$ cat config.mk
export PLATFORM = sky130hd
export DESIGN_NAME = eth_fcs_append
export DESIGN_NICKNAME = d
export VERILOG_FILES = /design/src/rtl/eth_fcs_append.sv
export SDC_FILE = /design/constraint.sdc
export NUM_CORES = 1
export LEC_CHECK = 0
export CORE_MARGIN = 2
export CORE_UTILIZATION = 57
export CTS_CLUSTER_DIAMETER = 120
export DETAILED_ROUTE_END_ITERATION = 8
export HOLD_SLACK_MARGIN = 0.06
export PLACE_DENSITY = 0.78
export SETUP_SLACK_MARGIN = 0.15
export SYNTH_ARGS = -nofsm -noshare
export SYNTH_HDL_FRONTEND = slang
export SYNTH_SLANG_ARGS = --single-unit
$ cat constraint.sdc
create_clock -name i_clk -period 2.56 [get_ports i_clk]
set_clock_uncertainty 0.05 [all_clocks]
set_input_delay 0.256 -clock i_clk [delete_from_list [all_inputs] [get_ports i_clk]]
set_output_delay 0.256 -clock i_clk [all_outputs]
set_load 0.005 [all_outputs]
$ cat src/rtl/eth_fcs_append.sv
// Ethernet transmit framer stage: zero-pads short frames, appends the
// reflected CRC-32 FCS (LSB first) and enforces an inter-frame gap.
module eth_fcs_append #(
    parameter int unsigned MIN_FRAME  = 60,
    parameter int unsigned APPEND_FCS = 1,
    parameter int unsigned IFG_CYCLES = 12,
    parameter int unsigned CNT_W      = 16
) (
    input  logic       i_clk,
    input  logic       i_rst,
    input  logic       i_dv,
    input  logic [7:0] i_data_in,
    output logic       o_ready,
    output logic       o_drop,
    output logic       o_dv,
    output logic [7:0] o_data_out,
    output logic       o_busy
);

    localparam int unsigned GAP_W     = 9;
    localparam logic [31:0] CRC_INIT  = 32'hFFFF_FFFF;
    localparam logic [31:0] CRC_POLY  = 32'hEDB8_8320;
    localparam logic [CNT_W:0] MIN_EXT = (CNT_W+1)'(MIN_FRAME);
    localparam logic [GAP_W-1:0] GAP_NOW  = GAP_W'(IFG_CYCLES);
    localparam logic [GAP_W-1:0] GAP_LATE = GAP_W'(IFG_CYCLES + 1);
    localparam bit HAS_FCS = (APPEND_FCS != 0);

    typedef enum logic [2:0] {
        ST_IDLE,
        ST_DATA,
        ST_PAD,
        ST_FCS,
        ST_GAP
    } state_t;

    state_t           state;
    logic [31:0]      crc;
    logic [CNT_W-1:0] count;
    logic [1:0]       fcs_idx;
    logic [GAP_W-1:0] gap_left;

    logic [31:0]      crc_data_c;
    logic [31:0]      crc_pad_c;
    logic [CNT_W-1:0] cnt_inc_c;
    logic             short_c;
    logic             pad_last_c;

    // One byte of the reflected CRC-32, bit 0 of the data first
    function automatic logic [31:0] crc_next(input logic [31:0] c_in, input logic [7:0] d);
        logic [31:0] c;
        c = c_in;
        for (int i = 0; i < 8; i++) begin
            if (c[0] ^ d[i]) c = (c >> 1) ^ CRC_POLY;
            else             c = c >> 1;
        end
        return c;
    endfunction

    // True when v is below MIN_FRAME (written as v+1 <= MIN to stay non-constant at MIN=0)
    function automatic logic below_min(input logic [CNT_W-1:0] v);
        return (({1'b0, v} + (CNT_W+1)'(1)) <= MIN_EXT);
    endfunction

    // Complemented CRC byte selected by the FCS byte index
    function automatic logic [7:0] fcs_sel(input logic [31:0] c, input logic [1:0] idx);
        logic [31:0] f;
        f = ~c;
        case (idx)
            2'd0:    return f[7:0];
            2'd1:    return f[15:8];
            2'd2:    return f[23:16];
            default: return f[31:24];
        endcase
    endfunction

    // Next CRC for a data byte or a pad byte, plus saturating count helpers
    always_comb begin
        crc_data_c = crc_next((state == ST_IDLE) ? CRC_INIT : crc, i_data_in);
        crc_pad_c  = crc_next(crc, 8'h00);
        cnt_inc_c  = (count == '1) ? count : count + CNT_W'(1);
        short_c    = below_min(count);
        pad_last_c = !below_min(cnt_inc_c);
    end

    // Framer state machine with registered outputs
    always_ff @(posedge i_clk or posedge i_rst) begin
        if (i_rst) begin
            state      <= ST_IDLE;
            crc        <= CRC_INIT;
            count      <= '0;
            fcs_idx    <= '0;
            gap_left   <= '0;
            o_ready    <= 1'b0;
            o_drop     <= 1'b0;
            o_dv       <= 1'b0;
            o_data_out <= 8'h00;
            o_busy     <= 1'b0;
        end else begin
            o_drop <= 1'b0;
            case (state)
                ST_IDLE: begin
                    o_ready    <= 1'b1;
                    o_dv       <= 1'b0;
                    o_data_out <= 8'h00;
                    crc        <= CRC_INIT;
                    count      <= '0;
                    if (i_dv) begin
                        state      <= ST_DATA;
                        crc        <= crc_data_c;
                        count      <= CNT_W'(1);
                        o_dv       <= 1'b1;
                        o_data_out <= i_data_in;
                        o_busy     <= 1'b1;
                    end
                end
                ST_DATA: begin
                    if (i_dv) begin
                        o_ready    <= 1'b1;
                        o_dv       <= 1'b1;
                        o_data_out <= i_data_in;
                        crc        <= crc_data_c;
                        count      <= cnt_inc_c;
                    end else if (short_c) begin
                        // first pad byte follows the last data byte directly
                        o_ready    <= 1'b0;
                        o_dv       <= 1'b1;
                        o_data_out <= 8'h00;
                        crc        <= crc_pad_c;
                        count      <= cnt_inc_c;
                        if (!pad_last_c) begin
                            state <= ST_PAD;
                        end else if (HAS_FCS) begin
                            state   <= ST_FCS;
                            fcs_idx <= 2'd0;
                        end else begin
                            state    <= ST_GAP;
                            gap_left <= GAP_LATE;
                        end
                    end else if (HAS_FCS) begin
                        // first FCS byte follows the last data byte directly
                        o_ready    <= 1'b0;
                        o_dv       <= 1'b1;
                        o_data_out <= fcs_sel(crc, 2'd0);
                        fcs_idx    <= 2'd1;
                        state      <= ST_FCS;
                    end else begin
                        // o_dv falls on this edge, so the gap counts from here
                        o_dv       <= 1'b0;
                        o_data_out <= 8'h00;
                        if (IFG_CYCLES == 0) begin
                            state   <= ST_IDLE;
                            o_ready <= 1'b1;
                            o_busy  <= 1'b0;
                        end else begin
                            state    <= ST_GAP;
                            o_ready  <= 1'b0;
                            gap_left <= GAP_NOW;
                        end
                    end
                end
                ST_PAD: begin
                    o_drop     <= i_dv;
                    o_ready    <= 1'b0;
                    o_dv       <= 1'b1;
                    o_data_out <= 8'h00;
                    crc        <= crc_pad_c;
                    count      <= cnt_inc_c;
                    if (pad_last_c) begin
                        if (HAS_FCS) begin
                            state   <= ST_FCS;
                            fcs_idx <= 2'd0;
                        end else begin
                            state    <= ST_GAP;
                            gap_left <= GAP_LATE;
                        end
                    end
                end
                ST_FCS: begin
                    o_drop     <= i_dv;
                    o_ready    <= 1'b0;
                    o_dv       <= 1'b1;
                    o_data_out <= fcs_sel(crc, fcs_idx);
                    fcs_idx    <= fcs_idx + 2'd1;
                    if (fcs_idx == 2'd3) begin
                        // last byte still on the wire for one cycle, so one extra gap tick
                        state    <= ST_GAP;
                        gap_left <= GAP_LATE;
                    end
                end
                ST_GAP: begin
                    o_drop     <= i_dv;
                    o_dv       <= 1'b0;
                    o_data_out <= 8'h00;
                    o_ready    <= 1'b0;
                    if (gap_left <= GAP_W'(1)) begin
                        state   <= ST_IDLE;
                        o_ready <= 1'b1;
                        o_busy  <= 1'b0;
                    end else begin
                        gap_left <= gap_left - GAP_W'(1);
                    end
                end
                default: begin
                    state <= ST_IDLE;
                end
            endcase
        end
    end

endmodule
=== Word level (Yosys, flattened, before mapping) ===
Cells that the tools add are included.

* Flip-flop bits (word level): 74
* Bits of input ports: 11
* Output and inout bits: 12
* Word-level logic and storage cells: 130

* Add/sub/neg operators: 5
* Magnitude comparators: 3
* Equal/unequal tests: 15
* Multiplexer cells: 54
* Bitwise logic cells: 25
* Reductions and logical operators: 18

{| class="wikitable"
|+ Operators with widths
! operator !! number
|-
| 32-bit 2-to-1 mux || 20
|-
| 13-bit NOT with 14-bit output || 16
|-
| 32-bit case mux with 3 select lines || 1
|-
| 16-bit 2-to-1 mux || 3
|-
| 16-bit case mux with 3 select lines || 1
|-
| 16-bit by 1-bit adder with 17-bit output (second input constant) || 2
|-
| 17-bit by 6-bit less-or-equal comparator with 1-bit output (second input constant) || 2
|-
| 32-bit NOT || 1
|-
| 8-bit case mux with 4 select lines || 1
|-
| 8-bit 2-to-1 mux || 3
|-
| 8-bit case mux with 3 select lines || 1
|-
| 3-bit 2-to-1 mux || 6
|-
| 9-bit 2-to-1 mux || 2
|-
| 9-bit case mux with 2 select lines || 1
|-
| 16-bit by 1-bit adder with 16-bit output (second input constant) || 1
|-
| 16-bit == test (second input constant) || 1
|-
| 3-bit case mux with 5 select lines || 1
|-
| 2-bit inequality test (second input constant) || 6
|-
| 9-bit by 1-bit less-or-equal comparator with 1-bit output (second input constant) || 1
|-
| 3-bit nonzero test || 3
|-
| 9-bit by 1-bit subtractor with 9-bit output (second input constant) || 1
|-
| 4-bit nonzero test || 2
|-
| 1-bit bitwise XOR || 8
|-
| 1-bit 2-to-1 mux || 7
|-
| 20 further kinds || 29
|}

=== Depth between registers and ports, before layout ===
Gate-level depths: netlist of run 1.

* Word-level depth: 20
* Gate-level depth with buffers: 11
* Depth with buffers taken out: 9

=== Least setup slack after synthesis of run 1 ===
No wires, ideal clock.

* Kind: register to register
* Start point: reg count[0]
* End point: reg count[13]
* Setup time: 126 ps
* Arrival time: 2597 ps
* Setup slack: -213 ps
* Stages on the path, launching flop included: 10
* Path buffers: 1
* Cells stage by stage: dfrtp_1 ha_1 nand4_1 nor3_1 mux2_2 nor4_4 nand4_4 and2_4 buf_6 a221o_1

* Word-level cells in the longest chain between the ends: 5

{| class="wikitable"
|+ Ends and longest elaborated chain
! element !! line !! RTL
|-
| start: declaration || 38 || <nowiki>logic [CNT_W-1:0] count;</nowiki>
|-
| start signal: assignment || 122 || <nowiki>count <= cnt_inc_c;</nowiki>
|-
| start signal: assignment || 129 || <nowiki>count <= cnt_inc_c;</nowiki>
|-
| start signal: assignment || 167 || <nowiki>count <= cnt_inc_c;</nowiki>
|-
| parallel branches: the longest is 5 deep, another holds 16-bit by 1-bit adder with 17-bit output || -- ||
|}

Several ways; the timed one is not identified. The select of a mux whose other input is x is not followed.
A chain may end at the register's enable or synchronous reset.

=== Worst setup path in the final report of run 1 ===
* Start point: reg count[0]
* End point: reg count[12]

Same word-level chain as after synthesis.

==> run metrics, run 1 <==
outcome=finished with violations; violated checks=negative setup slack; Worst Path Required=2800 ps; final hold vios=0; Mean Syn Cell Area=8.97 sq um; Final Cycle Share=106%; Core Box Area=approximately 11000 sq um; Hold-fix buffers, CTS=0; number of CTS-inserted buffers=9; ANT cells=0; number of synthesized flops with an enable pin=0; Slew Viols, Final=0; Area Overhead vs Synth=35.7%; Max-cap violations=0; Netlist Area Pre-Place=6550 sq um; fin util=78.5%; CP cell instances=buf_4 -> nand3_4 -> buf_4 -> or3_4 -> a32oi_2 -> buf_4 -> nand3_4 -> buf_12 -> buf_8 -> a211oi_2 -> o22a_1; Worst Setup End Kind=flop; Critical Path AT=2940 ps; Final Setup Violations=48; number of buffers added on ports=22; internal reg-to-reg setup slack=-140 ps; initial drt markers=~1.1k; gpl congestion=0.975; sw power=6.53 mW; slowest cell delay on critical path=slightly above 400 ps; Pleak=3.72 nW; global-route wire length before repair=35.8 mm; Internal Power=7.99 mW; initial core utilization=roughly 58%; combinational share of power=74.6%; Slew headroom=56.3%; drt pass-1 iters=6; vias post-DR=between 6k and 7k; htree depth=3; Longest Clk Path Bufs=2; clock slew at reported path FFs=60 ps; HPWL after DPL=roughly 14 mm; Skew-Pair Late Insertion Delay=roughly 360 ps; Seq cells post-synth=74; CP max stage cell=dfrtp_2; TritonCTS clock tree=yes; worst setup path class=reg -> reg; die width=111 um; Slew @ Worst Pin=655 ps; post-synth net total=748; register area share after synthesis=28.9%; total track usage=between 30% and 40%; Sw Share=45.0%; Die Y=about 110 um; RSZ-0062 raised after global routing=yes; hold slack=272 ps; Final Critical Period=between 2000 and 3000 ps; Reg power frac=around 17%; DRC Markers=0; share of layout cells above drive strength 1=37.9%; r2r worst-path depth=11; Clk network pwr share=under 10%; reg2reg start=count[0]; cells after synthesis=730; grt ovf=0; Most common cell on crit path=buf_4; Post-synth ARST share=100%; via/cell ratio=about 6.9; die area=roughly 12000 sq um; site row count=39; antenna violations before repair=0; Pwr Density=1630 nW/um^2; Worst setup SP type=flop; post-layout worst setup margin=-142 ps; ys flop type=dfrtp_1; final wirelength=24.4 mm; Worst Hold Class=in -> async; reg2reg end=count[12]; synth unique cells=84; DRT antenna net count=0; clock sinks=74; CP max FO=6; vias in the first global route=6774; CTS Root Cell=clkbuf_16; I/O pins=23; Syn. warnings=0; largest net degree at the start of global routing=31; nets=about 880; f_max=~370 MHz; wire length per cell=24.2 um; Worst VDD drop=1.12 mV
[how the worst max path moves through the flow]
stage | endpoint | cells after the start | start | slack (ps)
after CTS | crc[22] | 10 | count[0] | -1
after detailed placement | crc[20] | 10 | i_data_in[1] | -250
final | count[12] | 11 | count[0] | -140
after global routing | count[12] | 11 | count[0] | -220
after floorplan | count[13] | 9 | count[0] | 60
after global placement | crc[23] | 10 | i_data_in[1] | -90
[state kept, by name, indices dropped and copies added (netlist names)]
| register | count |
|---|---|
| count | 16 |
| crc | 32 |
| fcs_idx | 2 |
| gap_left | 9 |
| o_busy | 1 |
| o_data_out | 8 |
| o_drop | 1 |
| o_dv | 1 |
| o_ready | 1 |
| state | 3 |
[worst max-delay path, delay by kind of cell, from the launching register on]
kind	cells	cell delay, ps
buffers and inverters	5	810
AO/OA/AOI/OAI	3	710
AND/OR/NAND/NOR	3	650
flip-flops	1	410
[kinds of logic (layout without fill, tap and decap cells)]
group | count (synthesis) | after routing | share of synthesized area (%)
DFF | 74 | 74 | 28.9
and+or+nand+nor | 223 | 224 | 17.7
adders and majority gates | 7 | 7 | 1.34
xor gates and xnor gates | 137 | 137 | 20.4
AOI/OAI and AO/OA | 187 | 187 | 21.0
muxes | 30 | 30 | 5.14
buffers and inverters | 72 | 206 | 5.56
[area by class of cell]
cell class	count	area, sq um
clock buffers	10	239
clock inverters	6	47.5
fillers	637	2430
inverters	19	71.3
multi-input cells	585	4880
repair buffers	171	1580
well taps	143	179
flip-flops and latches	74	1900
[timing repair]
item / CTS / global route
cloned: 1 / 4
pin swaps: 28 / 21
setup buffers: 22 / 13
resized for setup: 63 / 48
endpoints found under the setup margin: 54 / 65
[synthesized netlist by cell type (4+ instances only)]
cell	instances	area, sq um
and2_1	4	25.0
o22ai_1	13	81.3
o31ai_1	7	52.6
and3_1	6	37.5
nor2b_1	10	62.6
buf_4	9	67.6
a211o_1	4	35.0
o21ai_0	25	125
dfrtp_1	42	1050
ha_1	7	87.6
a211oi_1	9	67.6
a22oi_1	29	218
mux2_2	26	293
nand2b_1	5	31.3
nand2_1	54	203
buf_6	6	67.6
and4_1	4	35.0
xnor2_1	100	876
nor3_1	11	55.1
nor2_1	65	244
or3_1	6	37.5
nand3b_1	8	60.1
nand3_1	19	95.1
xor2_1	26	228
buf_2	12	60.1
clkbuf_1	23	86.3
a21o_1	8	60.1
dfstp_2	32	841
xnor3_1	5	113
o21ai_1	4	20.0
a21oi_1	19	95.1
inv_1	18	67.6
o21a_1	7	52.6
nand4_1	5	31.3
a221oi_1	16	140
or2_2	6	37.5
[per-stage QoR]
step	cell area [sq um]	setup TNS (ps)	instances	power (mW)	setup WS [ps]
after floorplan	6680	0	730	8.65	59.6
after global placement	7670	-222	952	11.0	-90.4
after detailed placement	7670	-1490	952	11.3	-253
after CTS	8480	-4.68	991	13.2	-1.38
after global routing	8890	-7570	1008	15.1	-223
final	8890	-3940	1008	14.5	-142
[layout by cell type (no fill, tap or decap), drive strengths merged, types with 8 or more instances in the layout]
cell,instances
a21oi,19
clkdlybuf4s50,22
a22oi,30
nor2b,10
dfrtp,42
dfstp,32
xnor2,105
o21ai,29
nor2,66
nand2,56
a221oi,16
a211oi,9
clkbuf,13
nand3b,8
buf,146
xor2,27
nand3,21
a21o,8
inv,21
o22ai,13
nor3,13
mux2,29
[layer usage]
layer	part of all wire (%)	global-route usage, %
met4	7.1	17.6
met2	45	57.3
met3	11	7.38
met1	37	47.7
met5	0	0
[power groups by stage]
stage | sequential, mW | combinational (mW) | clock (mW)
floorplan | 2.14 | 6.51 | 0
global placement | 2.35 | 8.64 | 0
detailed placement | 2.37 | 8.90 | 0
CTS | 2.36 | 9.55 | 1.27
global route | 2.44 | 11.3 | 1.33
finish | 2.40 | 10.8 | 1.29
(Power assumes the default switching activity.)
==> run 2, diff against run 1 <==
--- a/constraint.sdc
+++ b/constraint.sdc
@@ -4,2 +4,2 @@
 set_output_delay 0.256 -clock i_clk [all_outputs]
-set_load 0.005 [all_outputs]
+set_load 0.02 [all_outputs]
==> results of run 2 <==
Same layout as run 1 (identical final DEF). Status: finished with violations: negative setup slack.
Main changes from that run: total power 14.5 mW -> 14.6 mW
==> run 3, diff against run 2 <==
==> constraint.sdc (replaced) <==
create_clock -name i_clk -period 2.56 [get_ports i_clk]
set_clock_uncertainty 0.05 [all_clocks]
set_input_delay 0.64 -clock i_clk [delete_from_list [all_inputs] [get_ports i_clk]]
set_output_delay 0.64 -clock i_clk [all_outputs]
set_load 0.02 [all_outputs]
==> run metrics, run 3 (synthesized netlist as in run 1, its figures left out) <==
outcome=finished with violations; violated checks=negative setup slack; drt pass-1 iters=6 (unchanged); CTS Root Cell=clkbuf_16; Final Cycle Share=102% (-3.9 points); Post-Layout Cell Count=1021 (+1.3%); Die Y=111 um (unchanged); Worst Hold Class=reg -> reg; post-layout worst setup margin=-40.7 ps (+101 ps); vias in the first global route=6491 (-4.2%); Slew @ Worst Pin=527 ps (-128 ps); initial core utilization=57.9% (unchanged); Slew Viols, Final=0 (unchanged); Critical Path AT=2840 ps (-100 ps); Seq. cell area=1900 sq um (about the same); Filler cells=634 (-0.47%); DP Cell Count=958 (+0.63%); Pleak=3.85 nW (+3.4%); Final Setup Violations=23 (-52%); Worst Setup End Kind=flop; gpl congestion=0.990 (+1.5%); RSZ-0062 raised after global routing=yes; global-route wire length before repair=35.2 mm (-1.8%); HPWL after DPL=14.3 mm (-0.52%); WL met2=10.9 mm (-0.68%); grt ovf=0 (unchanged); fin area=9090 sq um (+2.2%); Worst Path Required=2800 ps (about the same); total track usage=36.1% (-0.15 points); Multi-input gate area=4980 sq um (+2.1%); largest net degree at the start of global routing=62 (+100%); Longest Clk Path Bufs=2 (unchanged); most common cell after layout, fill and taps aside=buf_4; WL met1=9.15 mm (+1.2%); final hold vios=0 (unchanged); Final Critical Period=2600 ps (-101 ps); Max-cap violations=0 (unchanged); worst setup path class=reg -> reg; Largest regs=crc x32, count x16, gap_left x9; nets=891 (+1.5%); share of layout cells above drive strength 1=39.6% (+1.7 points); site row count=39 (unchanged); Worst VDD drop=1.03 mV; Pwr Density=1640 nW/um^2; DRT antenna net count=0 (unchanged); die width=111 um (unchanged); largest register by flop count=crc; clock slew at reported path FFs=60 ps (about the same); Slew headroom=64.5% (+8.2 points); max layer used=met4; die area=12400 sq um (unchanged); antenna violations before repair=0 (unchanged); ANT cells=0 (unchanged); final wirelength=23.6 mm (-3.3%); Skew-Pair Late Insertion Delay=360 ps (about the same); TritonCTS clock tree=yes; met3 routed WL=2.24 mm (-15%); max FFs per register=32 (unchanged); wire length per cell=23.1 um (-4.5%); vias post-DR=6790 (-2.0%); number of buffers added on ports=22 (unchanged); I/O pins=23 (unchanged); CP max FO=6 (unchanged); hold slack=473 ps (+200 ps); via/cell ratio=6.65 (-3.2%); f_max=385 MHz (+3.9%); most frequent cells in the layout=131 x buf_4, 91 x xnor2_1, 62 x nor2_1; Core Box Area=11300 sq um (unchanged); Area Overhead vs Synth=38.8%; clock sinks=74 (unchanged); number of CTS-inserted buffers=9 (unchanged); DRC Markers=0 (unchanged); initial drt markers=834 (-21%); htree depth=3 (unchanged); Worst setup SP type=flop; Post-DP Area=7780 sq um (+1.4%)
==> run 3: cell types whose count changed in the layout (fill, tap and decap cells not counted), sizes merged <==
cell | previous run | this run
buf | 146 | 163
bufinv | 0 | 1
clkinv | 3 | 5
dlygate4sd2 | 0 | 6
clkdlybuf4s50 | 22 | 14
clkbuf | 13 | 10
clkdlybuf4s15 | 0 | 1
inv | 21 | 18
==> run 3: metrics by stage <==
stage	setup TNS, ps	utilization (%)	setup slack (ps)	power [mW]
floorplan	0	-	51.8	8.88
global placement	-7130	68.7	-504	11.2
detailed placement	-9170	68.7	-591	11.5
CTS	0	76.8	16.1	13.7
global route	-3080	80.3	-110	15.6
finish	-355	80.3	-40.7	14.9
==> run 3: path summary, 6_finish.rpt <==
path	startpoint	end	slack, ps	cells after the start
min in group asynchronous	i_rst	count[5]	550	2
max reg2reg	count[0]	crc[4]	-40	13
max	count[0]	crc[4]	-40	13
min	o_dv	o_dv	470	2
min reg2reg	o_dv	o_dv	470	2
max in group asynchronous	i_rst	crc[2]	1230	3
==> run 3: repair_timing <==
| item | 4_1_cts | 5_1_grt |
|---|---|---|
| pin swaps | 19 | 29 |
| endpoints found under the setup margin | 60 | 63 |
| buffers inserted | 26 | 18 |
| hold buffers | 0 | 0 |
| gates cloned | 2 | 1 |
| resized for setup | 82 | 48 |
==> run 3: routing by layer <==
| layer | track usage, % | vias to the layer above |
|---|---|---|
| met3 | 7.27 | 140 |
| met5 | 0 | - |
| li1 | - | 2918 |
| met2 | 57.5 | 470 |
| met1 | 48.5 | 3262 |
| met4 | 14.5 | 0 |
==> run 3: area by class of cell <==
type | count | share of cell area [%]
Inverter | 19 | 0.826
Sequential cell | 74 | 20.9
Tap cell | 143 | 1.97
Clock buffer | 10 | 2.63
Timing Repair Buffer | 184 | 18.1
Clock inverter | 6 | 0.812
Multi-Input combinational cell | 585 | 54.8
==> run 3: worst max-delay path: stages (launching register included) <==
cell and delay (ps):
dfrtp_2 410, buf_6 120, nand3_4 90, nor3_4 360, buf_4 180, buf_6 90
and4_4 240, nor4_4 50, buf_4 140, nand4_4 90, nand2_4 80, buf_12 170
buf_12 140, mux2_4 300
==> run 3: report_power, final <==
group / switching (mW) / total, mW / internal, mW
clock network: 0.584 / 1.38 / 0.792
logic: 5.40 / 11.1 / 5.67
registers: 0.586 / 2.42 / 1.84
total: 6.57 / 14.9 / 8.30
